==> src/rtl/roi_sampler_pkg.sv <==
// roi_sampler_pkg: shared video definitions for the ROI sampler slice.
//   PIX_W / CH_W  : pixel and channel widths ({ch2,ch1,ch0}, 8 b each)
//   state_t       : sampler FSM states
//   sync_edge()   : active-edge detector honouring sync polarity
package roi_sampler_pkg;
    localparam int PIX_W  = 24;
    localparam int CH_W   = 8;
    localparam int NUM_CH = PIX_W / CH_W;

    typedef enum logic {
        SYNC_WAIT = 1'b0,
        RUN       = 1'b1
    } state_t;

    // cur is the live input, prev its registered copy; pol=1 means active-high.
    function automatic logic sync_edge(input logic cur, input logic prev, input logic pol);
        return pol ? (cur & ~prev) : (~cur & prev);
    endfunction
endpackage

==> src/rtl/roi_sampler_if.sv <==
// roi_sampler_if: pixel-stream bundle for roi_sampler.
//   data_i/vde_i/hsync_i/vsync_i : incoming stream
//   data_o/vde_o/hsync_o/vsync_o : stream delayed 1 cycle, outline applied
//   avg_o/avg_valid_o            : per-channel ROI mean and its update pulse
//   slave  : sampler side,  master : source/sink side
interface roi_sampler_if;
    import roi_sampler_pkg::*;

    logic [PIX_W-1:0] data_i;
    logic             vde_i;
    logic             hsync_i;
    logic             vsync_i;
    logic [PIX_W-1:0] data_o;
    logic             vde_o;
    logic             hsync_o;
    logic             vsync_o;
    logic [PIX_W-1:0] avg_o;
    logic             avg_valid_o;

    modport slave (
        input  data_i, vde_i, hsync_i, vsync_i,
        output data_o, vde_o, hsync_o, vsync_o, avg_o, avg_valid_o
    );
    modport master (
        output data_i, vde_i, hsync_i, vsync_i,
        input  data_o, vde_o, hsync_o, vsync_o, avg_o, avg_valid_o
    );
endinterface

==> src/rtl/roi_sampler_chan_acc.sv <==
// roi_chan_acc: one colour channel of the ROI accumulator.
//   clk, rst_n : pixel clock, async active-low reset
//   clear      : frame boundary, sum restarts (pixel on same cycle still counts)
//   en         : add pixel this cycle
//   load       : capture sum >> (2*ROI_LOG2) into mean (uses pre-clear sum)
//   pixel      : channel value
//   mean       : registered channel mean
module roi_chan_acc
    import roi_sampler_pkg::*;
#(
    parameter int ROI_LOG2 = 5
) (
    input  logic            clk,
    input  logic            rst_n,
    input  logic            clear,
    input  logic            en,
    input  logic            load,
    input  logic [CH_W-1:0] pixel,
    output logic [CH_W-1:0] mean
);
    // Sized so a full ROI of 255s just fits.
    localparam int SUM_W = CH_W + 2 * ROI_LOG2;

    logic [SUM_W-1:0] sum;
    logic [SUM_W-1:0] base;
    logic [SUM_W-1:0] addend;

    assign base   = clear ? '0 : sum;
    assign addend = en ? {{(SUM_W-CH_W){1'b0}}, pixel} : '0;

    always_ff @(posedge clk or negedge rst_n) begin
        if (!rst_n) begin
            sum  <= '0;
            mean <= '0;
        end else begin
            // Top CH_W bits of the sum are exactly sum >> (2*ROI_LOG2).
            if (load)
                mean <= sum[SUM_W-1 -: CH_W];
            if (clear || en)
                sum <= base + addend;
        end
    end
endmodule

==> src/rtl/roi_sampler.sv <==
// roi_sampler: tracks x/y of a pixel stream, sums RGB over a square ROI and reports
// the per-channel mean once per complete frame; passes video through with 1-cycle
// latency and draws the ROI outline in BOX_COLOR.
//   clk, rst_n : pixel clock, async active-low reset
//   vid        : roi_sampler_if.slave (stream in/out, avg_o, avg_valid_o)
module roi_sampler
    import roi_sampler_pkg::*;
#(
    parameter int               H_ACTIVE  = 1280,
    parameter int               V_ACTIVE  = 720,
    parameter int               ROI_X     = 624,
    parameter int               ROI_Y     = 344,
    parameter int               ROI_LOG2  = 5,
    parameter logic [PIX_W-1:0] BOX_COLOR = 24'hFF0000,
    parameter bit               SYNC_POL  = 1'b1
) (
    input logic          clk,
    input logic          rst_n,
    roi_sampler_if.slave vid
);
    localparam int SIDE  = 1 << ROI_LOG2;
    localparam int XW    = (H_ACTIVE > 1) ? $clog2(H_ACTIVE) : 1;
    localparam int YW    = (V_ACTIVE > 1) ? $clog2(V_ACTIVE) : 1;
    localparam int CNT_W = 2 * ROI_LOG2 + 1;
    localparam logic [CNT_W-1:0] FULL = CNT_W'(SIDE * SIDE);

    state_t                       state;
    logic [XW-1:0]                x_cnt;
    logic [YW-1:0]                y_cnt;
    logic [YW-1:0]                y_cur;
    logic [CNT_W-1:0]             pix_cnt;
    logic                         vs_edge, vde_fall;
    logic                         in_roi, on_border, acc_en, load;
    logic [NUM_CH-1:0][CH_W-1:0]  mean;

    // The passthrough registers double as the registered copies for edge detection.
    assign vs_edge  = sync_edge(vid.vsync_i, vid.vsync_o, SYNC_POL);
    assign vde_fall = vid.vde_o & ~vid.vde_i;

    // A pixel coinciding with the vsync edge belongs to the new frame (row 0).
    assign y_cur = vs_edge ? '0 : y_cnt;

    assign in_roi = vid.vde_i
                  && int'(x_cnt) >= ROI_X && int'(x_cnt) < ROI_X + SIDE
                  && int'(y_cur) >= ROI_Y && int'(y_cur) < ROI_Y + SIDE;

    assign on_border = in_roi
                     && (int'(x_cnt) == ROI_X || int'(x_cnt) == ROI_X + SIDE - 1
                      || int'(y_cur) == ROI_Y || int'(y_cur) == ROI_Y + SIDE - 1);

    assign acc_en = in_roi && (state == RUN || vs_edge);
    assign load   = vs_edge && state == RUN && pix_cnt == FULL;

    // Position and ROI pixel counters.
    always_ff @(posedge clk or negedge rst_n) begin
        if (!rst_n) begin
            x_cnt   <= '0;
            y_cnt   <= '0;
            pix_cnt <= '0;
        end else begin
            if (vid.vde_i)
                x_cnt <= (int'(x_cnt) == H_ACTIVE - 1) ? x_cnt : x_cnt + 1'b1;
            else if (vde_fall)
                x_cnt <= '0;

            if (vs_edge)
                y_cnt <= '0;
            else if (vde_fall && int'(y_cnt) != V_ACTIVE - 1)
                y_cnt <= y_cnt + 1'b1;

            if (vs_edge)
                pix_cnt <= acc_en ? CNT_W'(1) : '0;
            else if (acc_en)
                pix_cnt <= pix_cnt + 1'b1;
        end
    end

    // Frame FSM; the report pulse is registered here.
    always_ff @(posedge clk or negedge rst_n) begin
        if (!rst_n) begin
            state           <= SYNC_WAIT;
            vid.avg_valid_o <= 1'b0;
        end else begin
            vid.avg_valid_o <= load;
            case (state)
                SYNC_WAIT: if (vs_edge) state <= RUN;
                RUN:       state <= RUN;
                default:   state <= SYNC_WAIT;
            endcase
        end
    end

    // Passthrough with outline substitution.
    always_ff @(posedge clk or negedge rst_n) begin
        if (!rst_n) begin
            vid.data_o  <= '0;
            vid.vde_o   <= 1'b0;
            vid.hsync_o <= 1'b0;
            vid.vsync_o <= 1'b0;
        end else begin
            vid.data_o  <= on_border ? BOX_COLOR : vid.data_i;
            vid.vde_o   <= vid.vde_i;
            vid.hsync_o <= vid.hsync_i;
            vid.vsync_o <= vid.vsync_i;
        end
    end

    for (genvar c = 0; c < NUM_CH; c++) begin : g_ch
        roi_chan_acc #(.ROI_LOG2(ROI_LOG2)) u_acc (
            .clk   (clk),
            .rst_n (rst_n),
            .clear (vs_edge),
            .en    (acc_en),
            .load  (load),
            .pixel (vid.data_i[c*CH_W +: CH_W]),
            .mean  (mean[c])
        );
    end

    assign vid.avg_o = mean;
endmodule

==> src/flat_wrapper.sv <==
// flat-port wrapper written by rule: the top's interface ports become plain ports
module roi_sampler_flat import roi_sampler_pkg::*;
#(
    parameter int               H_ACTIVE  = 1280,
    parameter int               V_ACTIVE  = 720,
    parameter int               ROI_X     = 624,
    parameter int               ROI_Y     = 344,
    parameter int               ROI_LOG2  = 5,
    parameter logic [PIX_W-1:0] BOX_COLOR = 24'hFF0000,
    parameter bit               SYNC_POL  = 1'b1
)
  (clk, rst_n, vid_data_i, vid_vde_i, vid_hsync_i, vid_vsync_i, vid_data_o, vid_vde_o, vid_hsync_o, vid_vsync_o, vid_avg_o, vid_avg_valid_o);
  roi_sampler_if vid_i ();
  input logic clk;
  input logic rst_n;
  input wire logic [$bits(vid_i.data_i)-1:0] vid_data_i;
  input wire logic [$bits(vid_i.vde_i)-1:0] vid_vde_i;
  input wire logic [$bits(vid_i.hsync_i)-1:0] vid_hsync_i;
  input wire logic [$bits(vid_i.vsync_i)-1:0] vid_vsync_i;
  output wire logic [$bits(vid_i.data_o)-1:0] vid_data_o;
  output wire logic [$bits(vid_i.vde_o)-1:0] vid_vde_o;
  output wire logic [$bits(vid_i.hsync_o)-1:0] vid_hsync_o;
  output wire logic [$bits(vid_i.vsync_o)-1:0] vid_vsync_o;
  output wire logic [$bits(vid_i.avg_o)-1:0] vid_avg_o;
  output wire logic [$bits(vid_i.avg_valid_o)-1:0] vid_avg_valid_o;
  assign vid_i.data_i = vid_data_i;
  assign vid_i.vde_i = vid_vde_i;
  assign vid_i.hsync_i = vid_hsync_i;
  assign vid_i.vsync_i = vid_vsync_i;
  assign vid_data_o = vid_i.data_o;
  assign vid_vde_o = vid_i.vde_o;
  assign vid_hsync_o = vid_i.hsync_o;
  assign vid_vsync_o = vid_i.vsync_o;
  assign vid_avg_o = vid_i.avg_o;
  assign vid_avg_valid_o = vid_i.avg_valid_o;
  roi_sampler #(.H_ACTIVE(H_ACTIVE), .V_ACTIVE(V_ACTIVE), .ROI_X(ROI_X), .ROI_Y(ROI_Y), .ROI_LOG2(ROI_LOG2), .BOX_COLOR(BOX_COLOR), .SYNC_POL(SYNC_POL)) u_core (.clk(clk), .rst_n(rst_n), .vid(vid_i));
endmodule
==> config.mk <==
export PLATFORM = sky130hd
export DESIGN_NAME = roi_sampler_flat
export DESIGN_NICKNAME = d
export VERILOG_FILES = /design/src/rtl/roi_sampler_pkg.sv /design/src/rtl/roi_sampler_if.sv /design/src/rtl/roi_sampler_chan_acc.sv /design/src/rtl/roi_sampler.sv /design/src/flat_wrapper.sv
export SDC_FILE = /design/constraint.sdc
export NUM_CORES = 1
export LEC_CHECK = 0
export CORE_UTILIZATION = 56
export CTS_BUF_LIST = sky130_fd_sc_hd__clkbuf_4
export CTS_CLUSTER_SIZE = 30
export DETAILED_ROUTE_END_ITERATION = 16
export PLACE_DENSITY = 0.76
export RECOVER_POWER = 50
export SETUP_SLACK_MARGIN = 0.2
export SYNTH_ARGS = -nofsm -noshare
export SYNTH_HDL_FRONTEND = slang
export SYNTH_SLANG_ARGS = --single-unit
==> constraint.sdc <==
create_clock -name clk -period 5 [get_ports clk]
set_input_delay 1 -clock clk [delete_from_list [all_inputs] [get_ports clk]]
set_output_delay 1 -clock clk [all_outputs]
set_load 0.1 [all_outputs]
Word-level counts from Yosys, hierarchy flattened. Cells that the tools add are included. Widths: inputs -> output; s select.

Flip-flop bits (word level): 139. Output and inout port bits: 52. Word-level logic and storage cells: 74.

Add/sub/neg operators: 6. Order comparisons: 4. Eq/ne operators: 8. Mux-type cells: 18. Bitwise logic cells: 5. Reduce and logical (&&, ||, !) cells: 18.

Operators by type and width (count): $mux 11 (5); $add 18x8->18 (3); $mux 18 (3); $eq 11x11->1 const B (4); $mux 10 (3); $mux 24 (1); $mux 8 (3); $add 11x1->11 const B (2); $eq 10x10->1 const B (2); $ge 11x10->1 const B (1); $lt 11x10->1 const B (1); $add 10x1->10 const B (1); $ge 10x9->1 const B (1); $lt 10x9->1 const B (1); $ne 10x10->1 const B (1); $logic_and 1x1->1 (9); $reduce_bool 2->1 (3); $logic_or 1x1->1 (5); $not 1->1 (3); $and 1x1->1 (2); $mux 1 (2); $ne 2x2->1 const B (1); $pmux 1 s2 (1); $reduce_and 2->1 (1).

Logic depth before layout (Yosys ltp).
Depth in word-level cells: 9. Gate-level depth with buffers: 16. Gate-level depth less buffers: 13.

By module. A second synthesis with hierarchy kept.

Cell total of the unflattened synthesis: 739. Area total of the unflattened synthesis: 7708.6 sq um.

By module, submodules not included: roi_chan_acc at u_core.g_ch[0].u_acc ... (times used 2, cells an instance 162, area each 1660.3 sq um, sequential area each 650.6 sq um); roi_sampler (times used 1, cells an instance 258, area each 2824.0 sq um, sequential area each 1526.5 sq um); roi_chan_acc at u_core.g_ch[1].u_acc (times used 1, cells an instance 157, area each 1564.0 sq um, sequential area each 650.6 sq um).

Worst setup path after synthesis. Ideal clock, no wire load.

Path kind: register to register. Start: register u_core.vid.vsync_o. End: register u_core.g_ch[0].u_acc.sum[12]. Setup time: 132 ps. Data arrival time: 4129 ps. Setup slack: 739 ps. Stages on the path, launching flop included: 16. Buffers on the path: 2. Clock period less this slack: 4261 ps. Cell sequence: dfrtp_1 -> nand2b_1 -> clkbuf_1 -> nand2_1 -> nor4_4 -> clkbuf_1 -> and2_1 -> ha_1 -> inv_1 -> fa_1 -> nor2b_1 -> o2111a_1 -> o21ai_0 -> a2111oi_0 -> xnor2_1 -> nor2_1.

Word-level cells in the longest chain between the ends: 9. Elaborated cells on any way between the ends: 13. Classes of those cells: add/sub: 1; order compare: 2; mux: 3; bitwise: 2; reduce/logical: 5.

Ends and longest elaborated chain: start: declaration (RTL line roi_sampler_if.sv:22) `output data_o, vde_o, hsync_o, vsync_o, avg_o, avg_valid_o`; start signal: assignment (RTL line roi_sampler.sv:104) `vid.vsync_o <= vid.vsync_i;`; $not 1->1 (*) (RTL line roi_sampler_pkg.sv:17) `return pol ? (cur & ~prev) : (~cur & prev);`; $and 1x1->1 (*) (RTL line roi_sampler_pkg.sv:17); $mux 10 (RTL line roi_sampler.sv:41) `assign y_cur = vs_edge ? '0 : y_cnt;`; $ge 10x9->1 (RTL line roi_sampler.sv:45) `&& int'(y_cur) >= ROI_Y && int'(y_cur) < ROI_Y + SIDE;`; $logic_and 1x1->1 (2 in series) (RTL line roi_sampler.sv:45); $logic_and 1x1->1 (RTL line roi_sampler.sv:51) `assign acc_en = in_roi && (state == RUN || vs_edge);`; $mux 8 (RTL line roi_sampler_chan_acc.sv:29) `assign addend = en ? {{(SUM_W-CH_W){1'b0}}, pixel} : '0;`; $add 18x8->18 (RTL line roi_sampler_chan_acc.sv:40) `sum <= base + addend;`; end signal: assignment (RTL line roi_sampler_chan_acc.sv:40); end: declaration (RTL line roi_sampler_chan_acc.sv:24) `logic [SUM_W-1:0] sum;`.

Mark *: on every way between the ends. The rest lies on a longest branch, timed or not. A chain may end at the register's enable or synchronous reset.

Worst setup path after layout.
Start: input vid_vde_i. End: register u_core.g_ch[0].u_acc.sum[14].

Word-level cells in the longest chain between the ends: 7. Elaborated cells on any way between the ends: 8. Classes of those cells: add/sub: 1; mux: 1; reduce/logical: 6.

Ends and longest elaborated chain: start: declaration (RTL line flat_wrapper.sv:17) `input wire logic [$bits(vid_i.vde_i)-1:0] vid_vde_i;`; $logic_and 1x1->1 (*) (2 in series) (RTL line roi_sampler.sv:44) `&& int'(x_cnt) >= ROI_X && int'(x_cnt) < ROI_X + SIDE`; $logic_and 1x1->1 (*) (2 in series) (RTL line roi_sampler.sv:45); $logic_and 1x1->1 (*) (RTL line roi_sampler.sv:51); $mux 8 (RTL line roi_sampler_chan_acc.sv:29); $add 18x8->18 (RTL line roi_sampler_chan_acc.sv:40).

Marked as above.

==> impl_metrics.env <==
export IMPL_synth_simple_gate_area_share_pct=26.8
export IMPL_fin_crit_sh_pct=88.5
export IMPL_n_fill_cell=1052
export IMPL_cp_arrival_ps=4830
export IMPL_final_nets=928
export IMPL_start_kind="primary input"
export IMPL_portBuffers=80
export IMPL_fin_setup_tns_ps=0
export IMPL_holdBufCountCts=0
export IMPL_die_x_um=116
export IMPL_required_ps=5400
export IMPL_grt_pass1_vias=5694
export IMPL_synth_most_common_cell="dfrtp_1"
export IMPL_clockBufferDepth=2
export IMPL_dp_slack_ps=107
export IMPL_synth_top_family_by_area="simple AND/OR/NAND/NOR gates"
export IMPL_worst_slack_ps=574
export IMPL_synth_seq_area_share_pct=47.9
export IMPL_die_y_um=116
export IMPL_cts_setup_buffers=0
export IMPL_setup_viol_count_final=0
export IMPL_synthMuxAreaShare_pct=0.276
export IMPL_rsz0062_at_grt="no"
export IMPL_initial_core_util_pct=57.5
export IMPL_via_per_inst=5.57
export IMPL_netlist_area_leader_share_pct=47.9
export IMPL_ys_ff_latch=139
export IMPL_dr_total_vias=5852
export IMPL_vdd_ir_drop_max_mv=0.202
export IMPL_hold_viol_final=0
export IMPL_syn_avg_cell_area_um2=9.27
export IMPL_finalPower_w=0.00241
export IMPL_synth_common_cells="dfrtp_1 (139), nand2_1 (131), nor2_1 (66)"
export IMPL_htree_num_levels=4
export IMPL_synth_compound_area_share_pct=10.6
export IMPL_clock_latency_ps=560
export IMPL_synth_adder_area_share_pct=5.82
export IMPL_finalCriticalPeriod_ps=4430
export IMPL_synth_area_um2=7260
export IMPL_hpwlAfterDp_um=10700
export IMPL_cts_resized=0
export IMPL_firstDrtPassIters=5
export IMPL_synth_async_reset_ratio_pct=100
export IMPL_synth_edff_count=0
export IMPL_diodes=0
export IMPL_synth_area_top_cells="dfrtp_1 (48%), nand2_1 (6.8%), and2_1 (5.5%)"
export IMPL_worst_hold_path_type="reg2reg"
export IMPL_cts_sinks=139
export IMPL_overflow=0
export IMPL_ant_nets=0
export IMPL_numCtsBuffers=17
export IMPL_tightest_slew_ps=2600
export IMPL_p_per_area_nw_per_um2=281
export IMPL_area_growth_syn_to_layout_pct=18.5
export IMPL_wl_per_cell_um=14.6
export IMPL_synthCells=783
export IMPL_grt_usage_pct=25.4
export IMPL_slew_viol_final=104
export IMPL_max_cap_viol_count=1
export IMPL_seq_area_um2=3480
export IMPL_cts_root_buf="clkbuf_4"
export IMPL_core_area_um2=12600
export IMPL_crit_type="in2reg"
export IMPL_yosysWarnings=0
export IMPL_synth_xor_area_share_pct=5.67
export IMPL_drt_total_wl_um=15300
export IMPL_clk_pin_slew_ps=110
export IMPL_p_leak_nw=3.89
export IMPL_max_freq_mhz=226
export IMPL_gp_congestion=0.875
export IMPL_status="finished with violations"
export IMPL_multiInputGateArea_um2=3570
export IMPL_ys_flop_type="dfrtp_1"
export IMPL_worst_path_max_fanout=13
export IMPL_grt_pass1_wl_um=26300
export IMPL_fin_skew_ps=18.8
export IMPL_ioPinCount=81
export IMPL_crit_path_end_kind="register"
export IMPL_layout_drive_gt1_share_pct=5.69
export IMPL_violations="capacitance limit, slew limit"
export IMPL_drc=0
export IMPL_grt_max_degree=104
export IMPL_grt_antenna_before_repair=0
export IMPL_dieArea_um2=13400
export IMPL_cts_tree="built"
export IMPL_yosysTopAreaCell="dfrtp_1"
export IMPL_rows=41
export IMPL_slew_headroom_pct=-73.5
export IMPL_drt_iter0_markers=323
export IMPL_syn_nets=844
export IMPL_ys_types=57
==> registers in the layout, summed over array words and instances (netlist names) <==
| register | cells |
|---|---|
| u_core.state | 1 |
| u_core.g_ch.u_acc.mean | 24 |
| u_core.vid.avg_valid_o | 1 |
| u_core.pix_cnt | 11 |
| u_core.vid.vsync_o | 1 |
| u_core.x_cnt | 11 |
| u_core.vid.vde_o | 1 |
| u_core.y_cnt | 10 |
| u_core.vid.data_o | 24 |
| u_core.g_ch.u_acc.sum | 54 |
| u_core.vid.hsync_o | 1 |
==> placed cells by master (no fill, tap or decap), types with 5 or more instances in the layout <==
cell / Yosys / final
dfrtp_1: 139 / 139
nand2_1: 131 / 131
clkdlybuf4s50_1: 0 / 76
nor2_1: 66 / 66
and2_1: 64 / 63
a21oi_1: 47 / 47
nand3_1: 32 / 32
o21ai_0: 30 / 30
inv_1: 29 / 29
ha_1: 29 / 29
xor2_1: 24 / 24
xnor2_1: 23 / 23
clkbuf_4: 0 / 22
nand2b_1: 15 / 15
nand4_1: 14 / 14
or3_1: 13 / 13
nor3_1: 7 / 7
o31ai_1: 7 / 7
a2111oi_0: 7 / 7
buf_4: 0 / 7
bufinv_16: 0 / 6
nor2b_1: 5 / 5
or4_1: 5 / 5
a21o_1: 5 / 5
==> power breakdown <==
group	switching, W	leakage, nW	internal (W)
sequential	0.0000288	1.83	0.00117
combinational	0.000205	1.87	0.000102
clock	0.000392	0.195	0.000520
total	0.000626	3.89	0.00179
==> final timing paths <==
path / from / to / slack (ps) / cells after the start
setup reg to reg: u_core.x_cnt[4] / u_core.g_ch[0].u_acc.sum[14] / 850 / 14
setup / recovery: vid_vde_i / u_core.g_ch[0].u_acc.sum[14] / 570 / 15
max in group asynchronous: rst_n / u_core.vid.data_o[15] / 1830 / 2
min in group asynchronous: rst_n / u_core.vid.data_o[11] / 1200 / 1
hold / removal: u_core.g_ch[0].u_acc.sum[0] / u_core.g_ch[0].u_acc.sum[0] / 470 / 2
hold reg to reg: u_core.g_ch[0].u_acc.sum[0] / u_core.g_ch[0].u_acc.sum[0] / 470 / 2
==> cell type report <==
| cell class | instances | area share (%) |
|---|---|---|
| multi-input combinational | 589 | 41.6 |
| sequential | 139 | 40.4 |
| timing repair buffer | 91 | 10.1 |
| tap | 172 | 2.50 |
| clock inverter | 9 | 2.25 |
| clock buffer | 22 | 1.92 |
| inverter | 29 | 1.27 |
==> metal layers <==
metal / track usage (%) / routed length, um
met3: 6.12 / 546
met1: 31.2 / 6710
met2: 42.5 / 7720
met5: 0 / 0
met4: 11.6 / 342
==> stage by stage <==
step / utilization (%) / hold WS [ps] / std cells / instance area (um^2)
2_1_floorplan: - / 430 / 783 / 7260
3_3_place_gp: 65.5 / 441 / 1020 / 8260
3_5_place_dp: 65.5 / 448 / 1020 / 8260
4_1_cts: 68.3 / 470 / 1051 / 8620
5_1_grt: 68.2 / 500 / 1051 / 8600
6_report: 68.2 / 469 / 1051 / 8600
==> critical path: stages <==
cell           delay, ps
dlygate4sd3_1        540
nor4bb_1             400
nand2_1              210
nor4_4               200
buf_4                230
and2_1               150
ha_1                 160
inv_1                 50
fa_1                 400
nor2b_1              180
o2111a_1             220
o21ai_0              210
a2111oi_0            640
xnor2_1              180
nor2_1                50
==> cells by family after synthesis <==
group	Yosys count
buf+inv	55
flops	139
simple gates	383
fa+ha+maj	32
mux	2
compound gates	125
xor+xnor	47
Power figures use the tool's default switching activity.
